==> src/rtl/afifo_rd_ctrl.sv <==
// Read-side pointer and flag controller of the async FIFO, clocked in the read domain.
// Optional occupancy output rd_level is built only when AFIFO_RD_LEVEL_EN is defined.
module afifo_rd_ctrl #(
    parameter int ADDR_W = 4
) (
    input  logic              clk,
    input  logic              rst,
    input  logic              rd_en,
    input  logic [ADDR_W:0]   wptr_gray_sync,
    output logic [ADDR_W-1:0] rd_addr,
    output logic [ADDR_W:0]   rptr_gray,
    output logic              empty,
    output logic              rd_valid,
    output logic              underflow,
    output logic [ADDR_W:0]   rd_level
);

    localparam int PW = ADDR_W + 1;

    logic [PW-1:0] rbin;
    logic [PW-1:0] rbin_next;
    logic [PW-1:0] rgray_next;
    logic          rd_fire;

    // Reads against an empty FIFO are dropped; the pointer only moves on rd_fire.
    assign rd_fire    = rd_en & ~empty;
    assign rbin_next  = rbin + PW'(rd_fire);
    assign rgray_next = rbin_next ^ (rbin_next >> 1);

    // Empty is evaluated against the next pointer so it moves on the same edge as the read.
    always_ff @(posedge clk or posedge rst) begin
        if (rst) begin
            rbin      <= '0;
            rptr_gray <= '0;
            empty     <= 1'b1;
            rd_valid  <= 1'b0;
            underflow <= 1'b0;
        end else begin
            rbin      <= rbin_next;
            rptr_gray <= rgray_next;
            empty     <= (rgray_next == wptr_gray_sync);
            rd_valid  <= rd_fire;
            underflow <= underflow | (rd_en & empty);
        end
    end

    assign rd_addr = rbin[ADDR_W-1:0];

`ifdef AFIFO_RD_LEVEL_EN
    function automatic logic [PW-1:0] gray2bin(input logic [PW-1:0] g);
        logic [PW-1:0] b;
        b = g;
        for (int i = PW - 2; i >= 0; i--) begin
            b[i] = b[i+1] ^ g[i];
        end
        return b;
    endfunction

    logic [PW-1:0] wbin;
    logic [PW-1:0] rd_level_q;

    assign wbin = gray2bin(wptr_gray_sync);

    always_ff @(posedge clk or posedge rst) begin
        if (rst) begin
            rd_level_q <= '0;
        end else begin
            rd_level_q <= wbin - rbin_next;
        end
    end

    assign rd_level = rd_level_q;
`else
    assign rd_level = '0;
`endif

endmodule

==> config.mk <==
export PLATFORM = sky130hd
export DESIGN_NAME = afifo_rd_ctrl
export DESIGN_NICKNAME = d
export VERILOG_FILES = /design/src/rtl/afifo_rd_ctrl.sv
export SDC_FILE = /design/constraint.sdc
export NUM_CORES = 1
export LEC_CHECK = 0
export ABC_AREA = 0
export CAP_MARGIN = 20
export CORE_MARGIN = 3
export CORE_UTILIZATION = 43
export DETAILED_ROUTE_END_ITERATION = 8
export GPL_TIMING_DRIVEN = 0
export HOLD_SLACK_MARGIN = 0.1
export PLACE_DENSITY = 0.8
export SYNTH_ARGS = -nofsm -noshare
export SYNTH_HDL_FRONTEND = slang
export SYNTH_SLANG_ARGS = --single-unit
==> constraint.sdc <==
create_clock -name clk -period 3.5 [get_ports clk]
set_input_delay 0.875 -clock clk [delete_from_list [all_inputs] [get_ports clk]]
set_output_delay 0.875 -clock clk [all_outputs]
set_load 0.01 [all_outputs]
==> impl_metrics.tcl, run 1 <==
set metrics [dict create \
    regArea_um2 302 \
    grt_max_degree 13 \
    synth_area_per_cell_um2 12.3 \
    drt-pass1-iter-count 3 \
    finalSetupTns_ns 0 \
    critPathCaptureType "register" \
    cts_resized 0 \
    skew_ns 0.00512 \
    r2r_cells 7 \
    num_antenna_cells 0 \
    gr-total-overflow 0 \
    maxCapViolCount 0 \
    cp.required_ns 3.69 \
    dp_hpwl_um 886 \
    drt_iter0_drc 3 \
    grt_pass1_wl_mm 1.98 \
    dieArea_um2 1820 \
    outcome "finished clean" \
    core_um2 1190 \
    r2r-start "empty" \
    min_from "underflow" \
    num_vias 404 \
    layout.nets 85 \
    leakage_nw 0.383 \
    clock_latency_ns 0.27 \
    die_h_um 42.7 \
    synth_seq_area_share_pct 52.2 \
    timing.final.crit_share_pct 79.4 \
    drc 0 \
    cts_root_buf "clkbuf_4" \
    max_stage_delay_ns 0.47 \
    hold_class "register to register" \
    crit_type "input pin to register" \
    grtUsageTotal_pct 15.1 \
    slowest_stage "clkdlybuf4s50_1" \
    wl_per_cell_um 12.5 \
    synthCells 47 \
    cts_tree "built" \
    rows 12 \
    clockBufferDepth 2 \
    syn_area_um2 578 \
    ff2ff_setup_slack_ns 1.42 \
    holdBufCountCts 0 \
    vias_per_cell 4.59 \
    hold_depth 1 \
    path_cells "clkdlybuf4s50_1 > nor2b_1 > ha_1 > ha_1 > xor2_1 > xnor2_1 > mux2i_1 > nor4_1" \
    worst_slack_ns 0.721 \
    cts_setup_buffers 0 \
    wirelength_mm 1.10 \
    yosysWarnings 0 \
    cts_made_buffers 3 \
    fin_crit_ns 2.78 \
    place_congestion 0.707 \
    dpl_worst_slack_ns 0.430 \
    whs_ns 0.479 \
    holdPathEnd "underflow" \
    io_pins 25 \
    slew_viol_final 0 \
    rsz0062_at_grt "no" \
    htree_levels 1 \
    final.fill_count 102 \
    antenna_found_initial 0 \
    ir_worst_vdd_uv 514 \
    ys_seq_elements 12 \
    io_buffers 19 \
    synth_cell_type_count 20 \
    finalSetupViolations 0 \
    initial_core_util_pct 48.7 \
    grt_pass1_vias 433 \
    power_density_nw_per_um2 981 \
    finalHoldViolCount 0 \
    cp.arrival_ns 2.96 \
    path_max_fanout 5 \
    multi_input_area_um2 250 \
    final_antenna_net_count 0 \
    area_delta_synth_final_pct 44.8 \
    cts.clk_slew.worst_paths_ns 0.07 \
    max_clock_freq_mhz 360 \
    drive_gt1_share_pct 16.2 \
    cts_sinks 12 \
    r2r-end "empty" \
    crit_path_start_kind "input pin" \
    die_x_um 42.7 \
    crit_top_cell "ha_1" \
]
## per-stage QoR
stage               utilization (%)  std cells  cell area, um^2  power (mW)
detailed placement             67.5         84              801       0.724
finish                         70.6         88              837       0.821
CTS                            70.6         88              837       0.838
global placement               67.5         84              801       0.702
global route                   70.6         88              837       0.892
floorplan                         -         51              593       0.531
## flip-flops by register name, indices dropped and copies added, names as in the netlist
signal / cells
empty: 1
rd_valid: 1
underflow: 1
rptr_gray: 4
rbin: 5
## cells in the final DEF (no fill, tap or decap), drive strengths merged
master,count
nor2,1
and2,1
a21o,1
nand3,1
xor2,8
and3,1
a21boi,2
buf,5
o22ai,1
ha,2
conb,5
clkdlybuf4s50,19
nor2b,1
nor4,1
dfstp,1
nand4,1
mux2i,1
xnor2,6
dfrtp,11
inv,1
clkbuf,4
## routing by layer
metal | global-route usage (%) | up-vias | wire length [um] | part of all wire, %
li1 | - | 202 | - | -
met1 | 14.4 | 182 | 382 | 35
met2 | 27.5 | 16 | 617 | 56
met3 | 8.47 | 4 | 89 | 8.1
met4 | 3.73 | 0 | 13 | 1.2
met5 | 0 | - | 0 | 0
## logic make-up after synthesis
logic type	Yosys count	synth area share (%)
XOR/XNOR	14	21.2
flip-flops	12	52.2
AND/OR/NAND/NOR	7	7.14
buffers and inverters	6	7.14
AO/OA/AOI/OAI	4	5.63
adder cells (fa/ha/maj)	2	4.33
other	1	0.649
multiplexers	1	1.73
## critical path, delay by kind of cell
| kind | cells | cell delay (ns) |
|---|---|---|
| adders and majority gates | 2 | 0.54 |
| muxes | 1 | 0.10 |
| buffers and inverters | 1 | 0.47 |
| xor gates and xnor gates | 2 | 0.52 |
| and+or+nand+nor | 2 | 0.45 |
## area by class of cell
cell class              instances  area share, %
multi-input cells              33           29.9
flip-flops and latches         12           36.0
clock buffers                   4           4.33
well taps                      14           2.09
plain buffers                   5           4.48
inverters                       1          0.448
repair buffers                 19           22.7
## Yosys cell counts, drive strengths merged
cell,number,area [um^2]
a21boi,2,18.8
a21o,1,7.51
and2,1,6.26
and3,1,7.51
buf,5,37.5
conb,1,3.75
dfrtp,11,275
dfstp,1,26.3
ha,2,25.0
inv,1,3.75
mux2i,1,10.0
nand3,1,5.00
nand4,1,6.26
nor2,1,3.75
nor2b,1,6.26
nor4,1,6.26
o22ai,1,6.26
xnor2,6,52.6
xor2,8,70.1
## where the power goes
| group | switching (mW) | internal [mW] | total, mW |
|---|---|---|---|
| clock | 0.0452 | 0.0633 | 0.109 |
| combinational | 0.195 | 0.247 | 0.442 |
| sequential | 0.0576 | 0.213 | 0.271 |
| total | 0.298 | 0.523 | 0.821 |
## worst max path at each step
| stage | start | end | slack (ns) | cells past startpoint |
|---|---|---|---|---|
| after floorplan | rd_en | empty | 1.14 | 7 |
| after global placement | rd_en | empty | 0.43 | 8 |
| after detailed placement | rd_en | empty | 0.43 | 8 |
| after CTS | rd_en | empty | 0.71 | 8 |
| after global routing | rd_en | empty | 0.52 | 8 |
| final | rd_en | empty | 0.72 | 8 |
No activity file was read; power rests on OpenSTA's default activity.
==> inputs of run 2 (changes only) <==
Settings changed: CORE_UTILIZATION 43 to 39, PLACE_DENSITY 0.8 to 0.74.
Clock period 3.5 ns to 2.8 ns, I/O delays scaled along.
==> run 2 against run 1 <==
Hold slack worse by 0.019 ns; worst setup slack got worse by 0.50 ns; non-clock buffer count did not move; clock skew is 0.0023 ns lower; flip-flop and latch count unchanged; first-iteration DRC count is 67% lower; cell count rose by 1.1%; critical path type unchanged.
==> impl_metrics.tcl, run 2 (synthesis gave the netlist of run 1 again) <==
set metrics [dict create \
    ir_worst_vdd_uv 636 \
    cts_resized 0 \
    outcome "finished clean" \
    vias_per_cell 4.39 \
    layout.nets 85 \
    die_x_um 44.5 \
    cp.arrival_ns 2.76 \
    num_vias 391 \
    cp.required_ns 2.98 \
    die_h_um 44.5 \
    crit_path_start_kind "input pin" \
    maxCapViolCount 0 \
    drt-pass1-iter-count 3 \
    place_congestion 0.759 \
    antenna_found_initial 0 \
    critPathCaptureType "register" \
    grt_pass1_wl_mm 1.55 \
    final.fill_count 111 \
    num_antenna_cells 0 \
    final_cell_mix "19 x clkdlybuf4s50_1, 11 x dfrtp_1, 7 x xor2_1" \
    area_delta_synth_final_pct 46.3 \
    path_max_fanout 5 \
    grt_busiest_layer "met2" \
    grt_pass1_vias 368 \
    power_density_nw_per_um2 1220 \
    wl_per_cell_um 12.1 \
    gr-total-overflow 0 \
    leakage_nw 0.383 \
    regArea_um2 302 \
    cts_root_buf "clkbuf_4" \
    max_clock_freq_mhz 388 \
    wirelength_mm 1.08 \
    top_register "rbin" \
    timing.final.crit_share_pct 91.9 \
    io_buffers 19 \
    grt_max_degree 13 \
    finalHoldViolCount 0 \
    grtUsageTotal_pct 11.7 \
    dpl_worst_slack_ns -0.126 \
    rsz0062_at_grt "no" \
    crit_type "input pin to register" \
    hold_class "register to register" \
    use_met3_pct 6.10 \
    drt_iter0_drc 1 \
    finalSetupTns_ns 0 \
    use_met1_pct 12.5 \
    multi_input_area_um2 258 \
    cts_sinks 12 \
    core_um2 1350 \
    cts.clk_slew.worst_paths_ns 0.07 \
    io_pins 25 \
    skew_ns 0.00282 \
    holdBufCountCts 0 \
    final_antenna_net_count 0 \
    largest_register_ffs 5 \
    clock_latency_ns 0.27 \
    layout_commonest_cell "clkdlybuf4s50_1" \
    rows 13 \
    clockBufferDepth 2 \
    met2_usage_pct 17.2 \
    drive_gt1_share_pct 17.6 \
    cts_setup_buffers 0 \
    cts_made_buffers 3 \
    initial_core_util_pct 42.8 \
    drc 0 \
    htree_levels 1 \
    dp_hpwl_um 804 \
    finalSetupViolations 0 \
    slew_viol_final 0 \
    fin_crit_ns 2.57 \
    top_regs "rbin x5, rptr_gray x4" \
    dieArea_um2 1980 \
    worst_slack_ns 0.226 \
    cts_tree "built" \
]
==> run 2: cell counts in the layout (fill, tap and decap cells not counted) <==
No cell type changed its count.
==> run 2: area by class of cell <==
class                           count  share of cell area, %
Buffer                              5                   4.44
Clock buffer                        4                   4.29
Inverter                            1                  0.444
Multi-Input combinational cell     33                   30.5
Sequential cell                    12                   35.7
Tap cell                           15                   2.22
Timing Repair Buffer               19                   22.5
==> run 2: worst paths after layout <==
check	from	to	slack, ns	depth (start not counted)
max in group asynchronous	rst	empty	1.75	2
hold reg to reg	underflow	underflow	0.46	1
setup / recovery	rd_en	empty	0.23	8
hold / removal	underflow	underflow	0.46	1
min in group asynchronous	rst	rptr_gray[3]	0.72	2
setup reg to reg	empty	empty	0.78	7
==> run 2: metrics by stage <==
| stage | hold slack [ns] | area, um^2 | power [mW] | utilization, % | instances |
|---|---|---|---|---|---|
| after CTS | 0.465 | 838 | 1.03 | 62.1 | 89 |
| after floorplan | 0.493 | 593 | 0.663 | - | 51 |
| final | 0.460 | 846 | 1.03 | 62.7 | 89 |
| after global routing | 0.497 | 846 | 1.10 | 62.7 | 89 |
| after detailed placement | 0.448 | 802 | 0.891 | 59.4 | 85 |
| after global placement | 0.437 | 802 | 0.879 | 59.4 | 85 |
==> run 2: power by group <==
group          internal (mW)  switching [mW]
combinational          0.313           0.245
sequential             0.266          0.0709
clock                 0.0791          0.0589
total                  0.658           0.375
==> run 2: metal layers <==
layer	routed length, um	vias to the layer above
met5	0	-
met4	23	0
met3	104	3
met2	555	16
met1	393	176
li1	-	196
==> run 2: worst max-delay path, cell delays in order <==
cell and delay (ns):
clkdlybuf4s50_1 0.47, nor2b_1 0.19, ha_1 0.28, ha_1 0.32
xor2_2 0.24, xnor2_1 0.17, mux2i_1 0.11, nor4_1 0.27
==> inputs of run 3 (changes only) <==
Settings changed: CORE_UTILIZATION 39 to 30, PLACE_DENSITY 0.74 to 0.59.
==> run 3 against run 2 <==
Die area up 26%; clock skew grew 0.0031 ns; combinational power is 0.9% higher; via count grew 2.0%; count of clock-buffer cells in the layout unchanged; critical endpoint unchanged; largest power group unchanged; critical path depth unchanged; power is 0.37% higher; register-to-register slack improved by 0.05 ns; clock power about the same.
==> impl_metrics.tcl, run 3 (synthesis gave the netlist of run 1 again) <==
set metrics [dict create \
    outcome "finished clean" \
    finalSetupViolations 0 \
    top_regs "rbin x5, rptr_gray x4" \
    initial_core_util_pct 32.8 \
    skew_ns 0.00587 \
    slowest_stage "clkdlybuf4s50_1" \
    dp.cells 95 \
    drive_gt1_share_pct 18.9 \
    grt_max_degree 13 \
    layout_commonest_cell "clkdlybuf4s50_1" \
    vias_per_cell 4.03 \
    grtUsageTotal_pct 9.51 \
    final_util_pct 48.8 \
    io_buffers 19 \
    wirelength_mm 1.07 \
    slew_viol_final 0 \
    rsz0062_at_grt "no" \
    dp_hpwl_um 811 \
    num_antenna_cells 0 \
    cts_setup_buffers 0 \
    final_cells 99 \
    timing.final.crit_share_pct 90.4 \
    clockBufferDepth 2 \
    crit_type "input pin to register" \
    num_vias 399 \
    final_antenna_net_count 0 \
    cts_tree "built" \
    drt_iter0_drc 2 \
    final_cell_mix "19 x clkdlybuf4s50_1, 11 x dfrtp_1, 7 x xor2_1" \
    finalHoldViolCount 0 \
    die_x_um 49.9 \
    cp.required_ns 2.98 \
    crit_path_start_kind "input pin" \
    whs_ns 0.464 \
    grt_pass1_vias 392 \
    core_um2 1760 \
    max_clock_freq_mhz 395 \
    maxCapViolCount 0 \
    path_max_fanout 5 \
    top_register "rbin" \
    cts_sinks 12 \
    grt_pass1_wl_mm 1.77 \
    critPathCaptureType "register" \
    max_stage_delay_ns 0.47 \
    cts_resized 0 \
    stdcell_area_um2 861 \
    power_mw 1.04 \
    cts_made_buffers 3 \
    area_delta_synth_final_pct 48.9 \
    fin_crit_ns 2.53 \
    io_pins 25 \
    antenna_found_initial 0 \
    largest_register_ffs 5 \
    cts_root_buf "clkbuf_4" \
    dpl_cell_area_um2 815 \
    cts.clk_slew.worst_paths_ns 0.08 \
    gr-total-overflow 0 \
    clock_latency_ns 0.27 \
    ir_worst_vdd_uv 555 \
    die_h_um 49.9 \
    htree_levels 1 \
    rows 15 \
    place_congestion 0.704 \
    dieArea_um2 2490 \
    drc 0 \
    power_density_nw_per_um2 1200 \
    wl_per_cell_um 10.8 \
    path_cells "clkdlybuf4s50_1 > nor2b_1 > ha_1 > ha_2 > xor2_2 > xnor2_1 > mux2i_1 > nor4_1" \
    drt-pass1-iter-count 4 \
    leakage_nw 0.381 \
    holdBufCountCts 0 \
    layout.nets 85 \
    hold_class "register to register" \
    cp.arrival_ns 2.71 \
]
-- run 3: through the flow --
step	setup slack [ns]	setup TNS, ns
floorplan	0.619	0
global placement	-0.128	-0.128
detailed placement	-0.100	-0.100
CTS	0.158	0
global route	0.0408	0
finish	0.268	0
-- run 3: path summary, 6_finish.rpt --
check | slack [ns] | depth (start not counted) | from | endpoint
setup / recovery | 0.27 | 8 | rd_en | empty
hold / removal | 0.46 | 1 | underflow | underflow
setup reg to reg | 0.83 | 7 | empty | empty
hold reg to reg | 0.46 | 1 | underflow | underflow
max in group asynchronous | 1.72 | 2 | rst | empty
min in group asynchronous | 0.73 | 2 | rst | rptr_gray[3]
-- run 3: power breakdown --
group,leakage (nW),switching (mW),internal [mW],total [mW]
Clock,0.0210,0.0591,0.0790,0.138
Combinational,0.221,0.246,0.318,0.564
Sequential,0.139,0.0689,0.266,0.334
-- run 3: worst max-delay path, delay by kind of cell --
kind	cells	cell delay (ns)
AND/OR/NAND/NOR	2	0.46
multiplexers	1	0.11
buffers and inverters	1	0.47
adder cells (fa/ha/maj)	2	0.55
XOR/XNOR	2	0.40
-- run 3: final cells by class --
class,instances,area (um^2)
Clock buffer,4,36.3
Tap cell,25,31.3
Multi-Input combinational cell,33,260
Timing Repair Buffer,19,190
Buffer,5,37.5
Inverter,1,3.75
Sequential cell,12,302
Fill cell,182,903
-- run 3: layer usage --
metal	global-route usage, %	routed length [um]	vias to the layer above
met5	0	0	-
met4	2.76	14	0
met3	6.34	114	2
met2	14.1	470	19
met1	11.0	465	181
li1	-	-	197
==> RTL edit, RTL diff (settings of run 3) <==
Set the parameter `ADDR_W` to 3 (it was 4).
--- a/src/rtl/afifo_rd_ctrl.sv
+++ b/src/rtl/afifo_rd_ctrl.sv
@@ -3,3 +3,3 @@
 module afifo_rd_ctrl #(
-    parameter int ADDR_W = 4
+    parameter int ADDR_W = 3
 ) (
Ports: changed (resized rd_addr, rd_level, rptr_gray and wptr_gray_sync); port bits go from 25 to 21. No check against the original RTL was run, so the function may have changed too.
==> RTL edit against run 3 <==
Via count shrank 2.0%; worst setup slack improved by 65 ps; design area down 7.7%; wire length shrank 3.9%; area after synthesis shrank 3.7%; sequential share of layout area shrank 3.4 points; maximum frequency up 2.7%; power shrank 7.7%; synthesized cell count increased by 4.3%; sequential cell count decreased by 2; critical path type unchanged.
==> RTL edit: results (changes against run 3) <==
outcome complete, no violations; first-pass GRT wire length 1770 um (unchanged); data arrival time at the worst-slack endpoint 2650 ps (-60 ps); mean number of vias per cell 4.07 (+1.1%); NetSw 0.343 mW (-8.4%); Max VDD drop 653 uV (+18%); # nets final 82 (-3.5%); worst-case setup margin in the final layout 334 ps (+65.5 ps); sequential area share after synthesis 0.452 (-0.0700); IO Port Bufs 16 (-3); number of DRC markers in iteration 0 1 (-1); average detailed-routed wire length per instance 10.7 um (-0.94%); unique cell type count in the Yosys netlist 26 (+30%); GPL Wtd Cong 0.690 (-1.9%); setup clock skew after layout 0.610 ps (-5.26 ps); most common library cells after synthesis 9 x dfrtp_1, 7 x xnor2_1, 4 x buf_4; worst slack after detailed placement 64.8 ps (+165 ps); largest net degree at the start of global routing 11 (-2); number of gates resized after cts 0 (unchanged); Clock Pin Slew Worst Setup and Hold Paths 60 ps (-20 ps); internal reg-to-reg setup slack 780 ps (-50 ps); largest delay contributor family on the critical path simple AND/OR/NAND/NOR gates; dominant cells by area after synthesis dfrtp_1 40%, xnor2_1 11%, buf_4 5.4%; HPWL after DPL 798 um (-1.6%); number of global-route vias before repair 411 (+4.8%); largest registers rbin (4), rptr_gray (3); GR Util All Layers 0.0981 (+0.00308); number of fillers in the final layout 167 (-8.2%); static power due to leakage 0.347 nW (-9.0%); proportion of layout cells with a drive suffix above 1 0.208 (+0.0191); area of all placed cells without fillers 795 um^2 (-7.7%); Pre-antenna DRT Iters 2 (-2); top fanout value on the critical path 4 (-1)
[RTL edit: cell count changes after synthesis, sizes merged, moves of 2 or more]
cell,change
xor2,-6
a21boi,-2
nand2,+2
o21ai,+2
nor2,+2
dfrtp,-2
[RTL edit: cell families after synthesis]
kind of cell | Yosys count | share of synthesized area
AO/OA/AOI/OAI | 7 | 0.0786
AND/OR/NAND/NOR | 11 | 0.117
buffers and inverters | 8 | 0.0966
XOR/XNOR | 10 | 0.205
flip-flops | 10 | 0.452
adder cells (fa/ha/maj) | 2 | 0.0449
other | 1 | 0.00674
[RTL edit: cell type report]
class / instances / share of cell area
Sequential cell: 10 / 0.317
Multi-Input combinational cell: 34 / 0.331
Timing Repair Buffer: 16 / 0.202
Inverter: 2 / 0.00945
Buffer: 6 / 0.0583
Clock buffer: 4 / 0.0457
Tap cell: 24 / 0.0378
[RTL edit: layer usage]
metal | wire length, um | global-route usage | part of all wire | vias up
li1 | - | - | - | 195
met1 | 439 | 0.0998 | 0.43 | 171
met2 | 480 | 0.161 | 0.47 | 21
met3 | 91 | 0.0581 | 0.089 | 4
met4 | 10 | 0.0427 | 0.0098 | 0
met5 | 0 | 0 | 0 | -
[RTL edit: worst max-delay path by stage]
stage and end:
2_1_floorplan empty, 3_3_place_gp empty, 3_5_place_dp empty, 4_1_cts empty, 5_1_grt empty, 6_report empty
[RTL edit: power groups by stage]
stage | Clock, mW | Sequential (mW) | Combinational, mW
floorplan | 0 | 0.280 | 0.364
global placement | 0 | 0.249 | 0.576
detailed placement | 0 | 0.250 | 0.586
CTS | 0.133 | 0.249 | 0.590
global route | 0.148 | 0.255 | 0.633
finish | 0.128 | 0.247 | 0.583
[RTL edit: per-stage QoR]
| stage | instances | hold WS (ps) |
|---|---|---|
| 2_1_floorplan | 52 | 493 |
| 3_3_place_gp | 92 | 439 |
| 3_5_place_dp | 92 | 448 |
| 4_1_cts | 96 | 463 |
| 5_1_grt | 96 | 495 |
| 6_report | 96 | 458 |
